==> config.mk <==
export PLATFORM = sky130hd
export DESIGN_NAME = serial_tx_sync
export DESIGN_NICKNAME = d
export VERILOG_FILES = /design/src/rtl/serial_tx_sync.sv
export SDC_FILE = /design/constraint.sdc
export NUM_CORES = 1
export LEC_CHECK = 0
export CORE_UTILIZATION = 50
export CTS_CLUSTER_SIZE = 14
export DETAILED_ROUTE_END_ITERATION = 10
export PLACE_DENSITY = 0.76
export SKIP_LAST_GASP = 1
export SYNTH_ARGS = -nofsm -noshare
export SYNTH_HDL_FRONTEND = slang
export SYNTH_SLANG_ARGS = --single-unit
export TNS_END_PERCENT = 5
==> constraint.sdc <==
create_clock -name clk -period 1.8 [get_ports clk]
set_input_delay 0.36 -clock clk [delete_from_list [all_inputs] [get_ports clk]]
set_output_delay 0.36 -clock clk [all_outputs]
set_load 0.03 [all_outputs]
==> src/rtl/serial_tx_sync.sv <==
// Parallel-to-serial transmitter: start bit (0), DATA_WIDTH bits LSB first, stop bit (1).
// Latency: line goes low the cycle after accept; frame lasts (DATA_WIDTH+2)*CLKS_PER_BIT cycles.
// Backpressure: tx_ready only in IDLE and outside reset; tx_data/tx_valid ignored while busy.
module serial_tx_sync #(
  parameter int DATA_WIDTH   = 8,
  parameter int CLKS_PER_BIT = 4
) (
  input  logic                  clk,
  input  logic                  reset,
  input  logic [DATA_WIDTH-1:0] tx_data,
  input  logic                  tx_valid,
  output logic                  tx_ready,
  output logic                  tx_out,
  output logic                  busy
);

  // Counter widths never collapse to zero bits, even for the degenerate 1-bit / 1-clock cases.
  localparam int DIV_W = (CLKS_PER_BIT > 1) ? $clog2(CLKS_PER_BIT) : 1;
  localparam int BIT_W = (DATA_WIDTH > 1) ? $clog2(DATA_WIDTH) : 1;

  localparam logic [DIV_W-1:0] DIV_LAST = DIV_W'(CLKS_PER_BIT - 1);
  localparam logic [DIV_W-1:0] DIV_ONE  = DIV_W'(1);
  localparam logic [BIT_W-1:0] BIT_LAST = BIT_W'(DATA_WIDTH - 1);
  localparam logic [BIT_W-1:0] BIT_ONE  = BIT_W'(1);

  localparam logic [1:0] S_IDLE  = 2'd0;
  localparam logic [1:0] S_START = 2'd1;
  localparam logic [1:0] S_DATA  = 2'd2;
  localparam logic [1:0] S_STOP  = 2'd3;

  logic [1:0]            state_q, state_d;
  logic [DIV_W-1:0]      div_q, div_d;
  logic [BIT_W-1:0]      bit_q, bit_d;
  logic [DATA_WIDTH-1:0] shift_q, shift_d;
  logic                  tx_out_q, tx_out_d;

  logic accept;
  logic div_last;

  // Ready is gated by reset so a word presented during reset is never taken.
  assign tx_ready = (state_q == S_IDLE) && !reset;
  assign busy     = (state_q != S_IDLE);
  assign tx_out   = tx_out_q;
  assign accept   = tx_valid && tx_ready;
  assign div_last = (div_q == DIV_LAST);

  // Next-state logic: the divider paces every line bit; the line value is registered one cycle ahead.
  always_comb begin
    state_d  = state_q;
    div_d    = div_q;
    bit_d    = bit_q;
    shift_d  = shift_q;
    tx_out_d = tx_out_q;

    case (state_q)
      S_IDLE: begin
        div_d    = '0;
        bit_d    = '0;
        tx_out_d = 1'b1;
        if (accept) begin
          shift_d  = tx_data;
          state_d  = S_START;
          tx_out_d = 1'b0;
        end
      end

      S_START: begin
        if (div_last) begin
          div_d    = '0;
          state_d  = S_DATA;
          tx_out_d = shift_q[0];
        end else begin
          div_d = div_q + DIV_ONE;
        end
      end

      S_DATA: begin
        if (div_last) begin
          div_d   = '0;
          shift_d = shift_q >> 1;
          if (bit_q == BIT_LAST) begin
            bit_d    = '0;
            state_d  = S_STOP;
            tx_out_d = 1'b1;
          end else begin
            bit_d    = bit_q + BIT_ONE;
            tx_out_d = shift_d[0];
          end
        end else begin
          div_d = div_q + DIV_ONE;
        end
      end

      S_STOP: begin
        tx_out_d = 1'b1;
        if (div_last) begin
          div_d   = '0;
          state_d = S_IDLE;
        end else begin
          div_d = div_q + DIV_ONE;
        end
      end

      default: begin
        state_d  = S_IDLE;
        div_d    = '0;
        bit_d    = '0;
        tx_out_d = 1'b1;
      end
    endcase
  end

  // State registers; reset abandons any partial frame and returns the line high immediately.
  always_ff @(posedge clk) begin
    if (reset) begin
      state_q  <= S_IDLE;
      div_q    <= '0;
      bit_q    <= '0;
      shift_q  <= '0;
      tx_out_q <= 1'b1;
    end else begin
      state_q  <= state_d;
      div_q    <= div_d;
      bit_q    <= bit_d;
      shift_q  <= shift_d;
      tx_out_q <= tx_out_d;
    end
  end

endmodule
# After elaboration in Yosys (flattened, before gate mapping)
# Cells that the tools add are included.
[totals] ff_bits=16 inputBits=11
[classes] add_sub_neg=2 eq_ne=10 muxes=19 n_reduce_logical=11
[op_table] op="$mux W8" n=2
[op_table] op="$pmux W8 S2" n=1
[op_table] op="$mux W2" n=6
[op_table] op="$ne A2 B2 Y1 const B" n=5
[op_table] op="$pmux W2 S4" n=1
[op_table] op="$eq A2 B2 Y1 const B" n=3
[op_table] op="$mux W3" n=2
[op_table] op="$pmux W3 S2" n=1
[op_table] op="$reduce_and A5 Y1" n=1
[op_table] op="$mux W1" n=4
[op_table] op="$pmux W1 S4" n=1
[op_table] op="$pmux W2 S2" n=1
[op_table] op="$reduce_and A2 Y1" n=2
[op_table] op="$reduce_bool A2 Y1" n=2
[op_table] op="$add A3 B1 Y3 const B" n=1
[op_table] op="$eq A3 B3 Y1 const B" n=1
[op_table] op="$reduce_and A3 Y1" n=1
[op_table] op="$reduce_or A3 Y1" n=1
[op_table] op="$add A2 B1 Y2 const B" n=1
[op_table] op="$eq A2 B1 Y1 const B" n=1
[op_table] op="$logic_and A1 B1 Y1" n=2
[op_table] op="$logic_not A2 Y1" n=1
[op_table] op="$logic_not A1 Y1" n=1

# Depth between registers and ports, before layout
[logic_depth] depth_word=5 ltp_mapped=8

# Worst setup path before layout
# OpenSTA, ideal clock, no wires.
[synth_timing] kind="register to output" startpoint="register state_q[0]" endpoint="output tx_ready" t_arrival_ps=1361 slack_ps=79 stages_incl_launch_ff=6 path_buffers=1 cell_sequence="dfxtp_1 -> inv_1 -> ha_1 -> buf_2 -> inv_1 -> nor2_1"
[synth_via] elab_chain_len=2
[synth_rtl] item="start, declared" line="31" text="logic [1:0] state_q, state_d;"
[synth_rtl] item="start signal, assigned" line="122" text="state_q <= state_d;"
[synth_rtl] item="$logic_not A2 Y1" line="41" text="assign tx_ready = (state_q == S_IDLE) && !reset;"
[synth_rtl] item="$logic_and A1 B1 Y1" line="41"
[synth_rtl] item="end, declared" line="12" text="output logic tx_ready,"
# Every way passes these cells.

# Final worst setup path
[layout_timing] startpoint="register div_q[0]" endpoint="register state_q[1]"
[layout_via] elab_chain_len=3 word_cells_on_any_way=5 cone_classes="eq/ne (4); reduce/logical (1)"
[layout_rtl] item="start, declared" line="32" text="logic [DIV_W-1:0] div_q, div_d;"
[layout_rtl] item="start signal, assigned" line="123" text="div_q <= div_d;"
[layout_rtl] item="$eq A2 B2 Y1 *" line="45" text="assign div_last = (div_q == DIV_LAST);"
[layout_rtl] item="$ne A2 B2 Y1 (no line)"
[layout_rtl] item="$reduce_and A5 Y1 (no line) *"
# Mark *: on every way between the ends. The rest lies on a longest branch, timed or not.
# A chain may end at the register's enable or synchronous reset.

==> impl_metrics.yaml <==
setup_path:
  critPathRequiredTime_ps: 1980
  critPathTopFamily: "compound AO/OA/AOI/OAI gates"
  path_class: "reg -> reg"
  crit_path_cell_trace: "ha_1, o21ba_2, a221oi_1, mux2i_1, nor2_1"
  cp_slowest_cell: "ha_1"
  path_max_fanout: 9
  crit_buf_inv: 0
  end_kind: "flop"
  crit_path_max_incr_delay_ps: 390
  start_kind: "flop"
  arrival_ps: 1900
synthesis:
  yosys.area_share.simple: 0.124
  syn_nets: 103
  synthXorXnorAreaFrac: 0
  synth_area_um2: 848
  synth_fa_ha_area_frac: 0.103
  avgSynthCellArea_um2: 9.98
  synth_compound_gate_area_share: 0.187
  netlist_instances: 85
  synth_top_family_by_area: "compound AO/OA/AOI/OAI gates"
  seq_area_frac_synth: 0.378
  yosys_warnings: 0
  synthMuxAreaShare: 0.133
  synth_seq_cells: 16
  yosys.cell_types.count: 24
global_route:
  met2_usage: 0.325
  grt_first_pass_wirelength_mm: 2.65
  grt_util_met1: 0.195
  grt_max_degree: 18
  grtUsageMet3: 0.0596
  grt_pass1_vias: 667
  grt-ovfl-total: 0
  grt.busiest_layer: "met2"
  grt_antenna_before_repair: 0
  grt_usage: 0.187
routing:
  drc: 0
  routedWlPerCell_um: 13.3
  ant_nets: 0
  vias: 676
  viasPerCell: 5.88
  dr.first_iter.drc_count: 12
  wl_mm: 1.53
  drt_first_pass_iters: 4
die:
  die_w_um: 43.2
  die-area_um2: 1870
  start_util: 0.550
  die_h_um: 43.2
  io_pins: 14
  core_um2: 1540
  num_rows: 14
place:
  hpwl_mm: 1.16
  dp_cells: 111
  place_ws_ps: 53.4
  port-buffer-count: 13
  post_dp_cell_area_um2: 987
  gp_congestion: 0.788
clock_network:
  clockBufferDepth: 2
  cts_buffers: 3
  clock_latency_ps: 290
  cts_resized: 2
  cts-root-buf: "clkbuf_4"
  holdBufCountCts: 0
  cts_tree: "done"
  cts_sinks: 16
  clk_pin_slew_ps: 90
  cts-htree-levels: 1
  cts_setup_buffers: 0
timing:
  setup_violations: 0
  maxSlewViolCount: 0
  worst_pin_slew_ps: 415
  setup_slack_ps: 76.8
  fin_setup_tns_ps: 0
  skew_ps: 5.81
  rsz0062_at_grt: "false"
  final_hold_viol_count: 0
  fmax_mhz: 580
  min_period_over_period: 0.957
  whs_ps: 454
  finalCriticalPeriod_ps: 1720
  slew_headroom: 0.724
layout:
  drive_above_1_share: 0.192
  design_area_um2: 1040
  num_antenna_cells: 0
  nFillCells: 135
  fin_util: 0.675
  num-nets-final: 118
  areaGrowthSynthToFinish_pct: 22.6
  fin_cells: 115
min_path:
  min_path_type: "reg -> reg"
power:
  p_leak_nw: 0.408
  total_power_mw: 1.80
  ir_drop_v: 0.000813
  powerDensity_nw_per_um2: 1730
job:
  cap_violations: 0
outcome:
  status: "finished clean"
[layout by cell type (no fill, tap or decap)]
| cell type | count |
|---|---|
| a211o_1 | 1 |
| a211oi_1 | 5 |
| a211oi_2 | 3 |
| a21oi_4 | 1 |
| a221oi_1 | 2 |
| a32oi_1 | 3 |
| buf_12 | 1 |
| buf_4 | 5 |
| clkbuf_4 | 3 |
| clkbuf_8 | 1 |
| clkdlybuf4s50_1 | 11 |
| dfxtp_1 | 15 |
| dfxtp_2 | 1 |
| ha_1 | 5 |
| ha_2 | 1 |
| ha_4 | 1 |
| inv_1 | 4 |
| mux2i_1 | 9 |
| mux2i_4 | 1 |
| nand2_1 | 1 |
| nand2b_1 | 1 |
| nor2_1 | 17 |
| nor2b_1 | 1 |
| nor3_1 | 2 |
| nor4_1 | 1 |
| nor4b_1 | 1 |
| o21ai_0 | 1 |
| o21ba_2 | 1 |
[worst register-to-register path: cells and delay by family, from the launching register on]
| family | cells | cell delay (ps) |
|---|---|---|
| AOI/OAI and AO/OA | 2 | 580 |
| and+or+nand+nor | 1 | 50 |
| adders and majority gates | 1 | 390 |
| DFF | 1 | 360 |
| muxes | 1 | 240 |
[power breakdown]
part           internal [mW]  switching [mW]
Clock                  0.123           0.118
Combinational          0.481           0.518
Sequential             0.483          0.0777
[logic make-up (layout without fill, tap and decap cells)]
group	after synthesis	after routing
AND/OR/NAND/NOR	24	24
flip-flops	16	16
adder cells (fa/ha/maj)	7	7
buffers and inverters	11	25
AO/OA/AOI/OAI	17	17
multiplexers	10	10
[synth_stat cells]
cell type | number | share of area
buf_6 | 2 | 0.027
nor4b_1 | 1 | 0.010
nor2_1 | 17 | 0.075
a21oi_4 | 1 | 0.019
nor4_1 | 1 | 0.0074
o21ba_2 | 1 | 0.012
mux2i_1 | 9 | 0.11
a221oi_1 | 2 | 0.021
buf_1 | 1 | 0.0044
nor3_1 | 2 | 0.012
nand2_1 | 1 | 0.0044
inv_1 | 4 | 0.018
buf_2 | 3 | 0.018
a211oi_2 | 3 | 0.044
o21ai_0 | 1 | 0.0059
dfxtp_1 | 16 | 0.38
a211o_1 | 1 | 0.010
ha_1 | 7 | 0.10
nand2b_1 | 1 | 0.0074
a32oi_1 | 3 | 0.031
buf_4 | 1 | 0.0089
mux2i_4 | 1 | 0.027
nor2b_1 | 1 | 0.0074
a211oi_1 | 5 | 0.044
[path summary, 6_finish.rpt]
| path | to | startpoint | slack [ps] | depth (start not counted) |
|---|---|---|---|---|
| max | state_q[1] | div_q[0] | 80 | 5 |
| min | div_q[0] | div_q[0] | 450 | 1 |
| max reg2reg | state_q[1] | div_q[0] | 80 | 5 |
| min reg2reg | div_q[0] | div_q[0] | 450 | 1 |
[cell type report]
type / count / area, um2 / area share
Multi-Input combinational cell: 58 / 479 / 0.461
Sequential cell: 16 / 322 / 0.309
Timing Repair Buffer: 17 / 168 / 0.161
Clock buffer: 4 / 36.3 / 0.0349
Tap cell: 16 / 20.0 / 0.0193
Inverter: 4 / 15.0 / 0.0144
[flip-flops by register name, summed over array words and instances, names as in the netlist]
| register | flops |
|---|---|
| shift_q | 8 |
| tx_out | 1 |
| state_q | 2 |
| bit_q | 3 |
| div_q | 2 |
[layer usage]
metal  share of wire  vias to the layer above
li1                -                      333
met1            0.44                      309
met2            0.49                       32
met3           0.062                        2
met4          0.0079                        0
met5               0                        -
No activity file was read; power rests on OpenSTA's default activity.
